<file path="src/rtl/ram_arb_pkg.sv">
// Shared definitions for the RAM port arbiter.
//   data_width() - RAM word width in bits, from bytes per word and bits per byte
//   req_t        - one requester's access: write flag, word address, write data, byte enables
// The field widths of req_t use the default block geometry. The top-level width
// parameters must match these defaults whenever req_t is used.
package ram_arb_pkg;

    localparam int ADDR_W_DEF  = 16;
    localparam int BATCH_W_DEF = 4;
    localparam int BYTE_W_DEF  = 8;

    function automatic int data_width(input int batch_w, input int byte_w);
        return batch_w * byte_w;
    endfunction

    localparam int DW_DEF = data_width(BATCH_W_DEF, BYTE_W_DEF);

    typedef struct packed {
        logic                   write;
        logic [ADDR_W_DEF-1:0]  addr;
        logic [DW_DEF-1:0]      wdata;
        logic [BATCH_W_DEF-1:0] strb;
    } req_t;

endpackage

</file>
<file path="src/rtl/rr_arbiter.sv">
// Combinational round-robin arbiter. This block has no state; the caller owns
// the priority pointer.
//   req       in   N   request vector
//   ptr       in   IW  index that has the highest priority this cycle
//   grant     out  N   one-hot grant (all zero when there is no request)
//   grant_idx out  IW  index of the granted requester (0 when there is no request)
//   any_req   out  1   at least one request present
module rr_arbiter #(
    parameter int N  = 2,
    parameter int IW = 1
) (
    input  logic [N-1:0]  req,
    input  logic [IW-1:0] ptr,
    output logic [N-1:0]  grant,
    output logic [IW-1:0] grant_idx,
    output logic          any_req
);

    logic [IW-1:0] idx;

    // Scan from ptr upward, wrapping modulo N. The first requester found wins.
    always_comb begin
        grant     = '0;
        grant_idx = '0;
        any_req   = 1'b0;
        idx       = '0;
        for (int off = 0; off < N; off++) begin
            idx = IW'((int'(ptr) + off) % N);
            if (!any_req && req[idx]) begin
                any_req     = 1'b1;
                grant[idx]  = 1'b1;
                grant_idx   = idx;
            end
        end
    end

endmodule

</file>
<file path="src/rtl/ram_port_arbiter.sv">
// Shares one RAM port between N_REQ requesters using round-robin arbitration.
// The block issues at most one access per cycle. RAM read data returns one
// cycle after issue. A response the requester does not accept is held until
// it is taken, and no new access issues while that response is pending.
//   clk, rst_n                 clock; synchronous active-low reset
//   req_valid/ready/write      per-requester request handshake and direction
//   req_addr/wdata/strb        packed per-requester address, write data, byte enables
//   rsp_valid/ready            per-requester response handshake
//   rsp_rdata                  shared response data, qualified by rsp_valid
//   ram_addr/wdata/byte_en/we  RAM port command
//   ram_rdata                  RAM port read data, one cycle after issue
module ram_port_arbiter
    import ram_arb_pkg::*;
#(
    parameter int N_REQ       = 2,
    parameter int ADDR_WIDTH  = ADDR_W_DEF,
    parameter int BATCH_WIDTH = BATCH_W_DEF,
    parameter int BYTE_WIDTH  = BYTE_W_DEF
) (
    input  logic                               clk,
    input  logic                               rst_n,
    input  logic [N_REQ-1:0]                   req_valid,
    output logic [N_REQ-1:0]                   req_ready,
    input  logic [N_REQ-1:0]                   req_write,
    input  logic [N_REQ*ADDR_WIDTH-1:0]        req_addr,
    input  logic [N_REQ*BYTE_WIDTH*BATCH_WIDTH-1:0] req_wdata,
    input  logic [N_REQ*BATCH_WIDTH-1:0]       req_strb,
    output logic [N_REQ-1:0]                   rsp_valid,
    input  logic [N_REQ-1:0]                   rsp_ready,
    output logic [BYTE_WIDTH*BATCH_WIDTH-1:0]  rsp_rdata,
    output logic [ADDR_WIDTH-1:0]              ram_addr,
    output logic [BYTE_WIDTH*BATCH_WIDTH-1:0]  ram_wdata,
    output logic [BATCH_WIDTH-1:0]             ram_byte_en,
    output logic                               ram_we,
    input  logic [BYTE_WIDTH*BATCH_WIDTH-1:0]  ram_rdata
);

    localparam int DW = data_width(BATCH_WIDTH, BYTE_WIDTH);
    localparam int IW = $clog2(N_REQ);

    // Control state (reset)
    logic [IW-1:0] rr_ptr_q,     rr_ptr_d;
    logic          inflight_q,   inflight_d;
    logic          hold_valid_q, hold_valid_d;
    // Tags and data (not reset; qualified by the control bits above)
    logic [IW-1:0] inflight_id_q, inflight_id_d;
    logic          inflight_wr_q, inflight_wr_d;
    logic [IW-1:0] hold_id_q,     hold_id_d;
    logic [DW-1:0] hold_data_q,   hold_data_d;

    logic [N_REQ-1:0] grant;
    logic [IW-1:0]    gidx;
    logic             any_req;
    req_t             win;
    logic [IW-1:0]    rsp_id;
    logic             pending;
    logic             rsp_fire;
    logic             can_issue;
    logic             issue;
    logic [DW-1:0]    live_rdata;

    rr_arbiter #(.N(N_REQ), .IW(IW)) u_rr (
        .req       (req_valid),
        .ptr       (rr_ptr_q),
        .grant     (grant),
        .grant_idx (gidx),
        .any_req   (any_req)
    );

    always_comb begin
        win.write = req_write[gidx];
        win.addr  = req_addr[int'(gidx)*ADDR_WIDTH +: ADDR_WIDTH];
        win.wdata = req_wdata[int'(gidx)*DW +: DW];
        win.strb  = req_strb[int'(gidx)*BATCH_WIDTH +: BATCH_WIDTH];
    end

    // All handshakes are gated by rst_n. The reset is synchronous, so this
    // gating forces the outputs quiet during reset cycles.
    always_comb begin
        rsp_id     = hold_valid_q ? hold_id_q : inflight_id_q;
        pending    = (inflight_q | hold_valid_q) & rst_n;
        rsp_fire   = pending & rsp_ready[rsp_id];
        can_issue  = rst_n & (!(inflight_q | hold_valid_q) | rsp_fire);
        issue      = any_req & can_issue;
        live_rdata = inflight_wr_q ? '0 : ram_rdata;

        req_ready  = can_issue ? grant : '0;
        rsp_valid  = '0;
        rsp_valid[rsp_id] = pending;
        rsp_rdata  = '0;
        if (pending)
            rsp_rdata = hold_valid_q ? hold_data_q : live_rdata;

        ram_we      = 1'b0;
        ram_addr    = '0;
        ram_wdata   = '0;
        ram_byte_en = '0;
        if (issue) begin
            ram_we      = win.write;
            ram_addr    = win.addr;
            ram_wdata   = win.wdata;
            ram_byte_en = win.strb;
        end
    end

    always_comb begin
        rr_ptr_d      = rr_ptr_q;
        inflight_d    = issue;
        inflight_id_d = inflight_id_q;
        inflight_wr_d = inflight_wr_q;
        hold_valid_d  = hold_valid_q;
        hold_id_d     = hold_id_q;
        hold_data_d   = hold_data_q;

        if (issue) begin
            inflight_id_d = gidx;
            inflight_wr_d = win.write;
            rr_ptr_d      = (int'(gidx) == N_REQ - 1) ? '0 : gidx + IW'(1);
        end

        // Read data is present on ram_rdata for only one cycle. Capture it
        // here if the requester does not take the response in that cycle.
        if (inflight_q && !rsp_fire) begin
            hold_valid_d = 1'b1;
            hold_id_d    = inflight_id_q;
            hold_data_d  = live_rdata;
        end else if (rsp_fire) begin
            hold_valid_d = 1'b0;
        end
    end

    always_ff @(posedge clk) begin
        if (!rst_n) begin
            rr_ptr_q     <= '0;
            inflight_q   <= 1'b0;
            hold_valid_q <= 1'b0;
        end else begin
            rr_ptr_q     <= rr_ptr_d;
            inflight_q   <= inflight_d;
            hold_valid_q <= hold_valid_d;
        end
    end

    always_ff @(posedge clk) begin
        inflight_id_q <= inflight_id_d;
        inflight_wr_q <= inflight_wr_d;
        hold_id_q     <= hold_id_d;
        hold_data_q   <= hold_data_d;
    end

endmodule

</file>
<file path="config.mk">
export PLATFORM = sky130hd
export DESIGN_NAME = ram_port_arbiter
export DESIGN_NICKNAME = d
export VERILOG_FILES = /design/src/rtl/ram_arb_pkg.sv /design/src/rtl/rr_arbiter.sv /design/src/rtl/ram_port_arbiter.sv
export SDC_FILE = /design/constraint.sdc
export NUM_CORES = 1
export LEC_CHECK = 0
export ABC_CLOCK_PERIOD_IN_PS = 4750
export BUFFER_PORTS_ARGS = -buffer_cell sky130_fd_sc_hd__buf_2
export CORE_AREA = 2 2 90 92
export DETAILED_ROUTE_END_ITERATION = 7
export DIE_AREA = 0 0 92 94
export GPL_ROUTABILITY_DRIVEN = 0
export PLACE_DENSITY = 0.83
export REMOVE_ABC_BUFFERS = 1
export SLEW_MARGIN = 0
export SYNTH_ARGS = -nofsm -noshare
export SYNTH_HDL_FRONTEND = slang
export SYNTH_HIERARCHICAL = 1
export SYNTH_SLANG_ARGS = --single-unit
</file>
<file path="constraint.sdc">
create_clock -name clk -period 4.75 [get_ports clk]
set_input_delay 0.7125 -clock clk [delete_from_list [all_inputs] [get_ports clk]]
set_output_delay 0.7125 -clock clk [all_outputs]
set_load 0.03 [all_outputs]
</file>
==> reports/metrics.cfg <==
[run_status]
outcome = complete, no violations

[layout]
mostFrequentLayoutCells = buf_2 (232), mux2i_1 (85), nor2_1 (84), edfxtp_1 (35), nor2b_1 (33)
fin_util_pct = 55.49
drive_gt1_share_pct = 49.32
fin_nets = 660
diodes = 0
fin_cells = 619
area_delta_synth_final_pct = 49.03
final_common_cell = buf_2

[global_routing]
grt_overflow = 0
grt_max_degree = 56
antenna_found_initial = 0
grt_pass1_wl_um = 13720
grt_pass1_vias = 2832
grtUsageTotal_pct = 20.26

[route]
drtIter0Drc = 127
routed.top_layer = met4
via_per_inst = 4.737
drtAntennaViolNets = 0
drc = 0
wl_met1_um = 3963
wl_um = 9341
wl_per_cell_um = 15.09
wl_met2_um = 4537
dr.pass1.iters = 4
via_count = 2932
wl_met3_um = 674

[timing]
drv_slew = 0
hold_ws_ns = 0.5073
rsz0062_at_grt = false
tightestPinTransition_ns = 1.067
clock.fmax_ghz = 0.3226
setup_violations = 0
post-route-period-util_pct = 65.27
relSlewSlack_pct = 28.84
skew_ns = 0.004037
hold_violations = 0
min_period_ns = 3.100
setup_slack_ns = 1.650

[cts]
ctsResizeCount = 0
cts.sinks = 38
cts_made_buffers = 5
cts-root-buf = clkbuf_8
clockBufferDepth = 2
clk_latency_ns = 0.28
post_cts_buffers = 0
ctsHoldBuffers = 0
cts_htree_levels = 2
cts_tree = yes
clk_pin_slew_ns = 0.07

[setup_path]
path_cells = buf_2 > a21boi_4 > buf_12 > mux2i_1 > nor2_1 > buf_2
worstSetupPathType = input pin to primary output
path_buf_inv = 3
crit_arrival_ns = 2.39
crit_required_ns = 4.04
cp-start-kind = input pin
r2r_slack_ns = 2.27
crit_cells = 6
crit_family = compound AO/OA/AOI/OAI gates
rr_worst_depth = 4
cp-end-kind = primary output
cpMaxStageDelayCell = a21boi_4
cpMostUsedCell = buf_2
worstPathMaxFanout = 25
regToRegStartpoint = hold_valid_q
max_stage_delay_ns = 0.73
reg2reg_to = hold_data_q[31]

[yosys]
async_flop_share_pct = 0
synth_cell_type_count = 27
yosys_warnings = 6
synth-main-ff-cell = edfxtp_1
syn_area_sq_um = 2833
synth-seq-cells = 38
syn_inst = 293
synth-seq-area-share_pct = 39.22
synth_edf_count = 35
avgSynthCellArea_sq_um = 9.668

[die]
core_area_sq_um = 7607
rows = 32
dieWidth_um = 92
die_h_um = 94
ioPinCount = 233
dieArea_sq_um = 8648
initial_core_util_pct = 37.24

[placement]
place_inst = 610
place_ws_ns = 1.292
port_buffers = 232
hpwl_um = 7624

[power_and_ir_drop]
p_leak_nw = 2.296
vdd_drop_max_v = 0.0001225
p_total_mw = 1.216
power_per_cell_area_nw_per_um2 = 288.0

[flow_run]
maxCapViolCount = 0

[hold_path]
holdCritPathClass = flop to flop
holdPathStages = 2
min-delay-start = rr_ptr_q
worstHoldEndpoint = rr_ptr_q

## per-layer routing
layer  vias to the layer above  track usage [%]
li1                       1454                -
met1                      1315            25.13
met2                       147            35.60
met3                        16            4.334
met4                         0            5.721
met5                         -                0
## sequential cells by signal (all words and copies together), names as in the netlist
signal	count
inflight_id_q	1
hold_data_q	32
hold_valid_q	1
rr_ptr_q	1
hold_id_q	1
inflight_q	1
inflight_wr_q	1
## worst max-delay path by stage
stage                  from              to
6_report       req_valid[0]    ram_wdata[1]
5_1_grt        req_valid[0]    ram_wdata[4]
4_1_cts               rst_n  ram_byte_en[0]
3_5_place_dp          rst_n  ram_byte_en[0]
3_3_place_gp          rst_n     ram_addr[9]
2_1_floorplan  req_valid[1]          ram_we
## cells in the mapped netlist (all sizes together), types with 2 or more instances
cell type / instances / share of area (%)
nor2b: 33 / 7.3
a21boi: 3 / 0.79
clkbuf: 7 / 0.93
and3b: 2 / 0.62
edfxtp: 35 / 37
and3: 2 / 0.44
mux2i: 85 / 30
nand3b: 2 / 0.53
nand2b: 2 / 0.44
a311oi: 2 / 0.62
buf: 14 / 3.6
nand2: 4 / 0.53
o21ai: 2 / 0.35
or2: 2 / 0.44
a21oi: 2 / 0.49
nor2: 84 / 11
inv: 5 / 0.66
dfxtp: 3 / 2.1
## where the power goes
group | switching, mW | internal (mW)
combinational | 0.296 | 0.180
clock | 0.106 | 0.208
sequential | 0.0188 | 0.406
total | 0.422 | 0.794
## through the flow
step / cell area (sq um) / setup TNS (ns)
final: 4222 / 0
after global placement: 4069 / 0
after floorplan: 2705 / -176.72
after global routing: 4222 / 0
after detailed placement: 4069 / 0
after CTS: 4202 / 0
## layout make-up
cell class	count	area, sq um
well taps	102	127.6
repair buffers	237	1224
fillers	693	3386
clock buffers	5	68.82
clock inverters	3	63.81
inverters	5	18.77
flip-flops and latches	38	1111
multi-input cells	229	1608
## cell families after synthesis
logic type | count (synthesis) | share of synthesized area (%)
AND/OR/NAND/NOR | 131 | 21.42
multiplexers | 86 | 30.43
flip-flops | 38 | 39.22
buffers and inverters | 26 | 5.168
AO/OA/AOI/OAI | 12 | 3.754
## tightest hold or removal path, cell delays in order (launching register included)
cell     delay [ns]
dfxtp_1        0.33
nand2_1        0.06
mux2i_1        0.06
(Power assumes the default switching activity.)
